File: config.mk
export PLATFORM = sky130hd
export DESIGN_NAME = concat_scheduler_flat
export DESIGN_NICKNAME = d
export VERILOG_FILES = /design/src/rtl/concat_scheduler_if.sv /design/src/rtl/concat_scheduler.sv /design/src/flat_wrapper.sv
export SDC_FILE = /design/constraint.sdc
export NUM_CORES = 1
export LEC_CHECK = 0
export CORE_MARGIN = 10
export CORE_UTILIZATION = 45
export CTS_CLUSTER_DIAMETER = 30
export DETAILED_ROUTE_END_ITERATION = 10
export GPL_ROUTABILITY_DRIVEN = 0
export MAX_ROUTING_LAYER = met4
export PLACE_DENSITY = 0.73
export SYNTH_ARGS = -nofsm -noshare
export SYNTH_HDL_FRONTEND = slang
export SYNTH_SLANG_ARGS = --single-unit
File: constraint.sdc
create_clock -name clk -period 9.2 [get_ports clk]
set_clock_uncertainty 0.05 [all_clocks]
set_input_delay 1.84 -clock clk [delete_from_list [all_inputs] [get_ports clk]]
set_output_delay 1.84 -clock clk [all_outputs]
set_load 0.005 [all_outputs]
File: src/rtl/concat_scheduler_if.sv
// Host/datapath/DMA signal bundle around the concat layer sequencer.
// The master side is the surrounding system; the slave side is the scheduler.
interface concat_scheduler_if #(
  parameter int BLK_W  = 12,
  parameter int BEAT_W = 20,
  parameter int TMO_W  = 24
);
  logic              Start;
  logic [BLK_W-1:0]  Cfg_Block_Num;
  logic [BEAT_W-1:0] Cfg_Beats_Per_Block;
  logic [TMO_W-1:0]  Cfg_Timeout;
  logic              Last_Concat;
  logic              Dma_Wr_Done;
  logic              M_Valid;
  logic              M_Ready;
  logic              Start_Concat;
  logic              Next_Reg;
  logic              Write_Block_Complete;
  logic [BLK_W-1:0]  Block_Idx;
  logic              Busy;
  logic              Done;
  logic              Beat_Err;
  logic              Timeout_Err;
  logic [BEAT_W-1:0] Beat_Count;

  modport master (
    output Start, Cfg_Block_Num, Cfg_Beats_Per_Block, Cfg_Timeout,
           Last_Concat, Dma_Wr_Done, M_Valid, M_Ready,
    input  Start_Concat, Next_Reg, Write_Block_Complete, Block_Idx,
           Busy, Done, Beat_Err, Timeout_Err, Beat_Count
  );

  modport slave (
    input  Start, Cfg_Block_Num, Cfg_Beats_Per_Block, Cfg_Timeout,
           Last_Concat, Dma_Wr_Done, M_Valid, M_Ready,
    output Start_Concat, Next_Reg, Write_Block_Complete, Block_Idx,
           Busy, Done, Beat_Err, Timeout_Err, Beat_Count
  );
endinterface

File: src/rtl/concat_scheduler.sv
// Layer-level sequencer: launches the concat datapath once per row block,
// waits for datapath end and DMA completion, checks beats, runs a watchdog.
module concat_scheduler #(
  parameter int BLK_W  = 12,
  parameter int BEAT_W = 20,
  parameter int TMO_W  = 24
) (
  input  logic                clk,
  input  logic                rst,
  concat_scheduler_if.slave   bus
);

  typedef enum logic [2:0] {
    S_IDLE   = 3'd0,
    S_LAUNCH = 3'd1,
    S_RUN    = 3'd2,
    S_CLOSE  = 3'd3,
    S_FIN    = 3'd4
  } state_t;

  state_t            state_r, next_state_s;
  logic [BLK_W-1:0]  blk_num_r, block_idx_r;
  logic [BEAT_W-1:0] beats_cfg_r, beat_count_r;
  logic [TMO_W-1:0]  tmo_cfg_r, wdog_r;
  logic              last_seen_r, wr_seen_r;
  logic              start_concat_r, next_reg_r, wbc_r, busy_r, done_r;
  logic              beat_err_r, timeout_err_r;
  logic              block_done_s, wdog_fire_s, last_block_s;

  // Block completion, watchdog expiry and last-block detection
  always_comb begin
    block_done_s = (last_seen_r | bus.Last_Concat) & (wr_seen_r | bus.Dma_Wr_Done);
    // Widened compare so a saturated counter still reaches an all-ones limit
    wdog_fire_s  = (tmo_cfg_r != {TMO_W{1'b0}}) &&
                   (({1'b0, wdog_r} + {{TMO_W{1'b0}}, 1'b1}) >= {1'b0, tmo_cfg_r});
    last_block_s = (block_idx_r == (blk_num_r - {{(BLK_W-1){1'b0}}, 1'b1}));
  end

  // Next-state decode
  always_comb begin
    next_state_s = state_r;
    case (state_r)
      S_IDLE: begin
        if (bus.Start) begin
          next_state_s = (bus.Cfg_Block_Num == {BLK_W{1'b0}}) ? S_FIN : S_LAUNCH;
        end else begin
          next_state_s = S_IDLE;
        end
      end
      S_LAUNCH: next_state_s = S_RUN;
      S_RUN: begin
        // A block that finishes on the expiry cycle is allowed to close
        if (block_done_s) begin
          next_state_s = S_CLOSE;
        end else if (wdog_fire_s) begin
          next_state_s = S_IDLE;
        end else begin
          next_state_s = S_RUN;
        end
      end
      S_CLOSE: next_state_s = last_block_s ? S_FIN : S_LAUNCH;
      S_FIN:   next_state_s = S_IDLE;
      default: next_state_s = S_IDLE;
    endcase
  end

  // State register
  always_ff @(posedge clk) begin
    if (rst) begin
      state_r <= S_IDLE;
    end else begin
      state_r <= next_state_s;
    end
  end

  // Registered pulses, configuration latches, counters and sticky errors
  always_ff @(posedge clk) begin
    if (rst) begin
      start_concat_r <= 1'b0;
      next_reg_r     <= 1'b0;
      wbc_r          <= 1'b0;
      done_r         <= 1'b0;
      busy_r         <= 1'b0;
      beat_err_r     <= 1'b0;
      timeout_err_r  <= 1'b0;
      blk_num_r      <= {BLK_W{1'b0}};
      block_idx_r    <= {BLK_W{1'b0}};
      beats_cfg_r    <= {BEAT_W{1'b0}};
      beat_count_r   <= {BEAT_W{1'b0}};
      tmo_cfg_r      <= {TMO_W{1'b0}};
      wdog_r         <= {TMO_W{1'b0}};
      last_seen_r    <= 1'b0;
      wr_seen_r      <= 1'b0;
    end else begin
      // Pulses are decoded from the next state so they line up with it
      start_concat_r <= (state_r == S_IDLE)  && (next_state_s == S_LAUNCH);
      next_reg_r     <= (state_r == S_CLOSE) && (next_state_s == S_LAUNCH);
      wbc_r          <= (next_state_s == S_CLOSE);
      done_r         <= (next_state_s == S_FIN);
      busy_r         <= (next_state_s != S_IDLE);
      case (state_r)
        S_IDLE: begin
          if (bus.Start) begin
            blk_num_r     <= bus.Cfg_Block_Num;
            beats_cfg_r   <= bus.Cfg_Beats_Per_Block;
            tmo_cfg_r     <= bus.Cfg_Timeout;
            beat_err_r    <= 1'b0;
            timeout_err_r <= 1'b0;
            block_idx_r   <= {BLK_W{1'b0}};
            beat_count_r  <= {BEAT_W{1'b0}};
            wdog_r        <= {TMO_W{1'b0}};
            last_seen_r   <= 1'b0;
            wr_seen_r     <= 1'b0;
          end
        end
        S_LAUNCH: begin
          beat_count_r <= {BEAT_W{1'b0}};
          wdog_r       <= {TMO_W{1'b0}};
          last_seen_r  <= 1'b0;
          wr_seen_r    <= 1'b0;
        end
        S_RUN: begin
          if (bus.Last_Concat) last_seen_r <= 1'b1;
          if (bus.Dma_Wr_Done) wr_seen_r   <= 1'b1;
          if (bus.M_Valid && bus.M_Ready && (beat_count_r != {BEAT_W{1'b1}})) begin
            beat_count_r <= beat_count_r + {{(BEAT_W-1){1'b0}}, 1'b1};
          end
          if (wdog_r != {TMO_W{1'b1}}) begin
            wdog_r <= wdog_r + {{(TMO_W-1){1'b0}}, 1'b1};
          end
          if (wdog_fire_s && !block_done_s) timeout_err_r <= 1'b1;
        end
        S_CLOSE: begin
          if (beat_count_r != beats_cfg_r) beat_err_r <= 1'b1;
          if (!last_block_s) block_idx_r <= block_idx_r + {{(BLK_W-1){1'b0}}, 1'b1};
        end
        default: begin
        end
      endcase
    end
  end

  assign bus.Start_Concat         = start_concat_r;
  assign bus.Next_Reg             = next_reg_r;
  assign bus.Write_Block_Complete = wbc_r;
  assign bus.Block_Idx            = block_idx_r;
  assign bus.Busy                 = busy_r;
  assign bus.Done                 = done_r;
  assign bus.Beat_Err             = beat_err_r;
  assign bus.Timeout_Err          = timeout_err_r;
  assign bus.Beat_Count           = beat_count_r;

endmodule
File: src/flat_wrapper.sv
// flat-port wrapper written by rule: the top's interface ports become plain ports
module concat_scheduler_flat 
#(
  parameter int BLK_W  = 12,
  parameter int BEAT_W = 20,
  parameter int TMO_W  = 24
)
  (clk, rst, bus_Start, bus_Cfg_Block_Num, bus_Cfg_Beats_Per_Block, bus_Cfg_Timeout, bus_Last_Concat, bus_Dma_Wr_Done, bus_M_Valid, bus_M_Ready, bus_Start_Concat, bus_Next_Reg, bus_Write_Block_Complete, bus_Block_Idx, bus_Busy, bus_Done, bus_Beat_Err, bus_Timeout_Err, bus_Beat_Count);
  concat_scheduler_if #(.BLK_W(BLK_W), .BEAT_W(BEAT_W), .TMO_W(TMO_W)) bus_i ();
  input  logic clk;
  input  logic rst;
  input wire logic [$bits(bus_i.Start)-1:0] bus_Start;
  input wire logic [$bits(bus_i.Cfg_Block_Num)-1:0] bus_Cfg_Block_Num;
  input wire logic [$bits(bus_i.Cfg_Beats_Per_Block)-1:0] bus_Cfg_Beats_Per_Block;
  input wire logic [$bits(bus_i.Cfg_Timeout)-1:0] bus_Cfg_Timeout;
  input wire logic [$bits(bus_i.Last_Concat)-1:0] bus_Last_Concat;
  input wire logic [$bits(bus_i.Dma_Wr_Done)-1:0] bus_Dma_Wr_Done;
  input wire logic [$bits(bus_i.M_Valid)-1:0] bus_M_Valid;
  input wire logic [$bits(bus_i.M_Ready)-1:0] bus_M_Ready;
  output wire logic [$bits(bus_i.Start_Concat)-1:0] bus_Start_Concat;
  output wire logic [$bits(bus_i.Next_Reg)-1:0] bus_Next_Reg;
  output wire logic [$bits(bus_i.Write_Block_Complete)-1:0] bus_Write_Block_Complete;
  output wire logic [$bits(bus_i.Block_Idx)-1:0] bus_Block_Idx;
  output wire logic [$bits(bus_i.Busy)-1:0] bus_Busy;
  output wire logic [$bits(bus_i.Done)-1:0] bus_Done;
  output wire logic [$bits(bus_i.Beat_Err)-1:0] bus_Beat_Err;
  output wire logic [$bits(bus_i.Timeout_Err)-1:0] bus_Timeout_Err;
  output wire logic [$bits(bus_i.Beat_Count)-1:0] bus_Beat_Count;
  assign bus_i.Start = bus_Start;
  assign bus_i.Cfg_Block_Num = bus_Cfg_Block_Num;
  assign bus_i.Cfg_Beats_Per_Block = bus_Cfg_Beats_Per_Block;
  assign bus_i.Cfg_Timeout = bus_Cfg_Timeout;
  assign bus_i.Last_Concat = bus_Last_Concat;
  assign bus_i.Dma_Wr_Done = bus_Dma_Wr_Done;
  assign bus_i.M_Valid = bus_M_Valid;
  assign bus_i.M_Ready = bus_M_Ready;
  assign bus_Start_Concat = bus_i.Start_Concat;
  assign bus_Next_Reg = bus_i.Next_Reg;
  assign bus_Write_Block_Complete = bus_i.Write_Block_Complete;
  assign bus_Block_Idx = bus_i.Block_Idx;
  assign bus_Busy = bus_i.Busy;
  assign bus_Done = bus_i.Done;
  assign bus_Beat_Err = bus_i.Beat_Err;
  assign bus_Timeout_Err = bus_i.Timeout_Err;
  assign bus_Beat_Count = bus_i.Beat_Count;
  concat_scheduler #(.BLK_W(BLK_W), .BEAT_W(BEAT_W), .TMO_W(TMO_W)) u_core (.clk(clk), .rst(rst), .bus(bus_i));
endmodule
==> metrics.log <==
[metrics] status: finished clean
[metrics] routed via count: 6066
[metrics] first-pass GRT wire length: 27900 µm
[metrics] Switching Share: 0.277
[metrics] category of the worst setup path capture point: register
[metrics] number of buffers between clock root and the deepest sink: 2
[metrics] count of buffers from port buffering: 101
[metrics] Worst R2R Path Depth: 15
[metrics] post-synthesis sequential element count: 124
[metrics] Leak: 3.09 nW
[metrics] critical path depth: 15
[metrics] 1st-iter DRT viols: 370
[metrics] maximum operating frequency: 0.242 GHz
[metrics] switching power total: 0.394 mW
[metrics] clock insertion delay at the later pin of the skew report: 0.42 ns
[metrics] number of warning messages in the yosys log: 0
[metrics] final sum of negative setup slack: 0 ns
[metrics] number of routed nets with antenna violations: 0
[metrics] Syn Std Cell Area: 0.00656 mm²
[metrics] die outline width: 141 µm
[metrics] post-synthesis cell type count: 54
[metrics] average cell area after synthesis: 7.79 µm²
[metrics] WP data arrival: 4.41 ns
[metrics] Comb power frac: 0.146
[metrics] syn_nets: 934
[metrics] Post-Layout Cell Count: 1122
[metrics] total DRC errors in the routed layout: 0
[metrics] crit path from: u_core.wdog_r[0]
[metrics] Final Hold Vio Count: 0
[metrics] post-detail-place hpwl: 12100 µm
[metrics] worst-case register-to-register setup slack: 5.06 ns
[metrics] dominant register cell in the synthesized netlist: dfxtp_1
[metrics] vertical die dimension: 141 µm
[metrics] final setup violation count: 0
[metrics] Core Util, Final: 0.571
[metrics] number of buffers added to fix hold violations after cts: 0
[metrics] internal cell power: 1.03 mW
[metrics] fraction of power consumed by sequential logic: 0.411
[metrics] share of synthesized registers carrying an async set or reset: 0
[metrics] pwr/cell area: 173 mW/mm²
[metrics] fin crit period: 4.14 ns
[metrics] placement row count: 44
[metrics] Avg WL per Cell: 15.1 µm
[metrics] share of cells above drive strength 1: 0.0554
[metrics] detailed-route wire length: 17000 µm
[metrics] Root Driver: clkbuf_16
[metrics] number of cells produced by synthesis: 843
[metrics] via count normalized by instance count: 5.41
[metrics] Setup Crit Path Kind: register to register
[metrics] Worst Tran Pin Value: 0.950 ns
[metrics] proportion of synthesized chip area in sequential cells: 0.378
[metrics] Crit Reg-Reg Startpoint: u_core.wdog_r[0]
[metrics] post-CTS setup buffer count: 0
[metrics] fin nets: 1016
[metrics] antenna violations before repair: 0
[metrics] TritonCTS clock tree: built
[metrics] vias in the first global route: 5678
[metrics] Floorplan Core Area: 0.0144 mm²
[metrics] terminus of the critical flop-to-flop path: u_core.bus.Busy
[metrics] Largest stage delay, worst path: 0.47 ns
[metrics] worst slack, placed: 4.83 ns
[metrics] number of enable flip-flop cells after synthesis: 0
[metrics] Buffers & Inverters on Critical Path: 0
[metrics] peak supply drop: 0.141 mV
[metrics] Clock power frac: 0.443
[metrics] total global routing overflow: 0
[metrics] critical path required time: 9.47 ns
[metrics] reported max-cap violation count: 0
[metrics] area overhead of the layout relative to synthesis: 25.5%
[metrics] clock edge transition at the registers on the reported setup and hold paths: 0.06 ns
[metrics] final worst setup slack: 5.06 ns
[metrics] Min-Delay Path Class: register to register
[metrics] maximum number of pins on one net before global-route repair: 90
[metrics] CTS sink count: 124
[metrics] crit path launch type: register
[metrics] commonest cells after routing, fill and taps aside: nand2_1, dfxtp_1, clkdlybuf4s50_1, a21oi_1, nor2_1
[metrics] initial cell density of the core: 0.455
[metrics] CP Capture Point: u_core.bus.Busy
[metrics] Num CTS Buffers: 17
[metrics] cell-by-cell trace of the critical path: ha_1 -> and3_1 -> nand4_1 -> nor3_1 -> and2_1 -> xor2_1 -> ha_1 -> nand4_1 -> nor2_1 -> a32oi_1 -> o211a_1 -> a211oi_1 -> o31ai_1 -> a21oi_1 -> o211ai_1
[metrics] number of top-level pins: 102
[metrics] cell family contributing the most delay on the critical path: simple AND/OR/NAND/NOR gates
[metrics] most common cell after layout, fill and taps aside: nand2_1
[metrics] die outline area: 0.0198 mm²
[metrics] number of cells on the worst hold path: 2
[metrics] worst slew margin relative to its limit: 0.367
[metrics] count of placed standard cells including taps: 1090
[metrics] count of pins over their slew limit: 0
[metrics] Gates resized, CTS repair: 0
[metrics] fill cell instance count of the final layout: 1337
[metrics] biggest fanout along the worst timing path: 7
[metrics] Global Route Usage Sum: 0.172
[metrics] iteration count of the initial detailed-routing pass: 6
[metrics] Critical Path Slowest Stage Cell: dfxtp_1
[metrics] unrepaired setup endpoints after global routing: false
[metrics] H-tree levels: 4
[metrics] final worst-path cycle share: 0.450
[metrics] diode count: 0
-- worst min path at each step --
stage | start | end | slack [ns]
5_1_grt | u_core.beats_cfg_r[13] | u_core.beats_cfg_r[13] | 0.43
6_report | u_core.beats_cfg_r[12] | u_core.beats_cfg_r[12] | 0.41
3_3_place_gp | u_core.last_seen_r | u_core.last_seen_r | 0.40
4_1_cts | u_core.beats_cfg_r[12] | u_core.beats_cfg_r[12] | 0.42
2_1_floorplan | u_core.wr_seen_r | u_core.wr_seen_r | 0.39
3_5_place_dp | u_core.last_seen_r | u_core.last_seen_r | 0.41
-- synthesized netlist by cell type (3+ instances only) --
library cell | n | area, µm²
nand2_1 | 149 | 559
dfxtp_1 | 124 | 2480
a21oi_1 | 97 | 485
nor2_1 | 67 | 251
xnor2_1 | 42 | 368
inv_1 | 37 | 139
clkbuf_1 | 36 | 135
xor2_1 | 35 | 307
ha_1 | 28 | 350
nand3_1 | 26 | 130
o21ai_0 | 26 | 130
nand4_1 | 19 | 119
nor4_1 | 18 | 113
nor3_1 | 15 | 75.1
or3_1 | 14 | 87.6
a21o_1 | 8 | 60.1
a22oi_1 | 8 | 60.1
and2_1 | 8 | 50.1
and3_1 | 7 | 43.8
and4_1 | 6 | 52.6
buf_2 | 5 | 25.0
nand3b_1 | 5 | 37.5
nor4b_1 | 5 | 43.8
or4_1 | 5 | 37.5
nand2b_1 | 4 | 25.0
nor2b_1 | 4 | 25.0
nor3b_1 | 4 | 30.0
o211ai_1 | 4 | 30.0
o21a_1 | 4 | 30.0
or2_2 | 3 | 18.8
-- layout make-up --
type	count	area, µm²	share of cell area
Sequential cell	124	2480	0.301
Clock buffer	18	439	0.0533
Clock inverter	14	121	0.0147
Timing Repair Buffer	106	1040	0.127
Inverter	37	139	0.0169
Tap cell	184	230	0.0280
Multi-Input combinational cell	639	3780	0.459
-- per-layer routing --
| metal | up-vias | share of wire | GRT usage |
|---|---|---|---|
| li1 | 3073 | - | - |
| met1 | 2834 | 0.49 | 0.229 |
| met2 | 148 | 0.44 | 0.252 |
| met3 | 11 | 0.050 | 0.0406 |
| met4 | 0 | 0.012 | 0.0511 |
| met5 | - | 0 | - |
-- state kept, by name, summed over array words and instances, names as in the netlist, 3 cells and up --
signal,flops
u_core.beats_cfg_r,20
u_core.blk_num_r,12
u_core.bus.Beat_Count,20
u_core.bus.Block_Idx,12
u_core.state_r,3
u_core.tmo_cfg_r,24
u_core.wdog_r,24
-- power groups by stage --
stage	Sequential (mW)	Clock, mW	Combinational, mW
floorplan	0.587	0	0.147
global placement	0.596	0	0.205
detailed placement	0.597	0	0.206
CTS	0.585	0.639	0.208
global route	0.588	0.664	0.234
finish	0.585	0.631	0.207
-- logic make-up (layout without fill, tap and decap cells) --
logic type	count (synthesis)	in the layout	synth area share
muxes	1	1	0.00172
DFF	124	124	0.378
adders and majority gates	28	28	0.0534
AOI/OAI and AO/OA	170	170	0.153
buffers and inverters	80	175	0.0467
and+or+nand+nor	363	363	0.265
xor gates and xnor gates	77	77	0.103
-- stage by stage --
stage / power, mW / hold WS [ns] / instance area, µm²
floorplan: 0.734 / 0.387 / 6560
global placement: 0.800 / 0.400 / 7680
detailed placement: 0.803 / 0.409 / 7680
CTS: 1.43 / 0.417 / 8240
global route: 1.49 / 0.434 / 8240
finish: 1.42 / 0.415 / 8240
-- tightest hold or removal path: stages, from the launching register on --
cell and delay, ns:
dfxtp_1 0.31, nand2_1 0.05, a21oi_1 0.05
No activity file was read; power rests on OpenSTA's default activity.
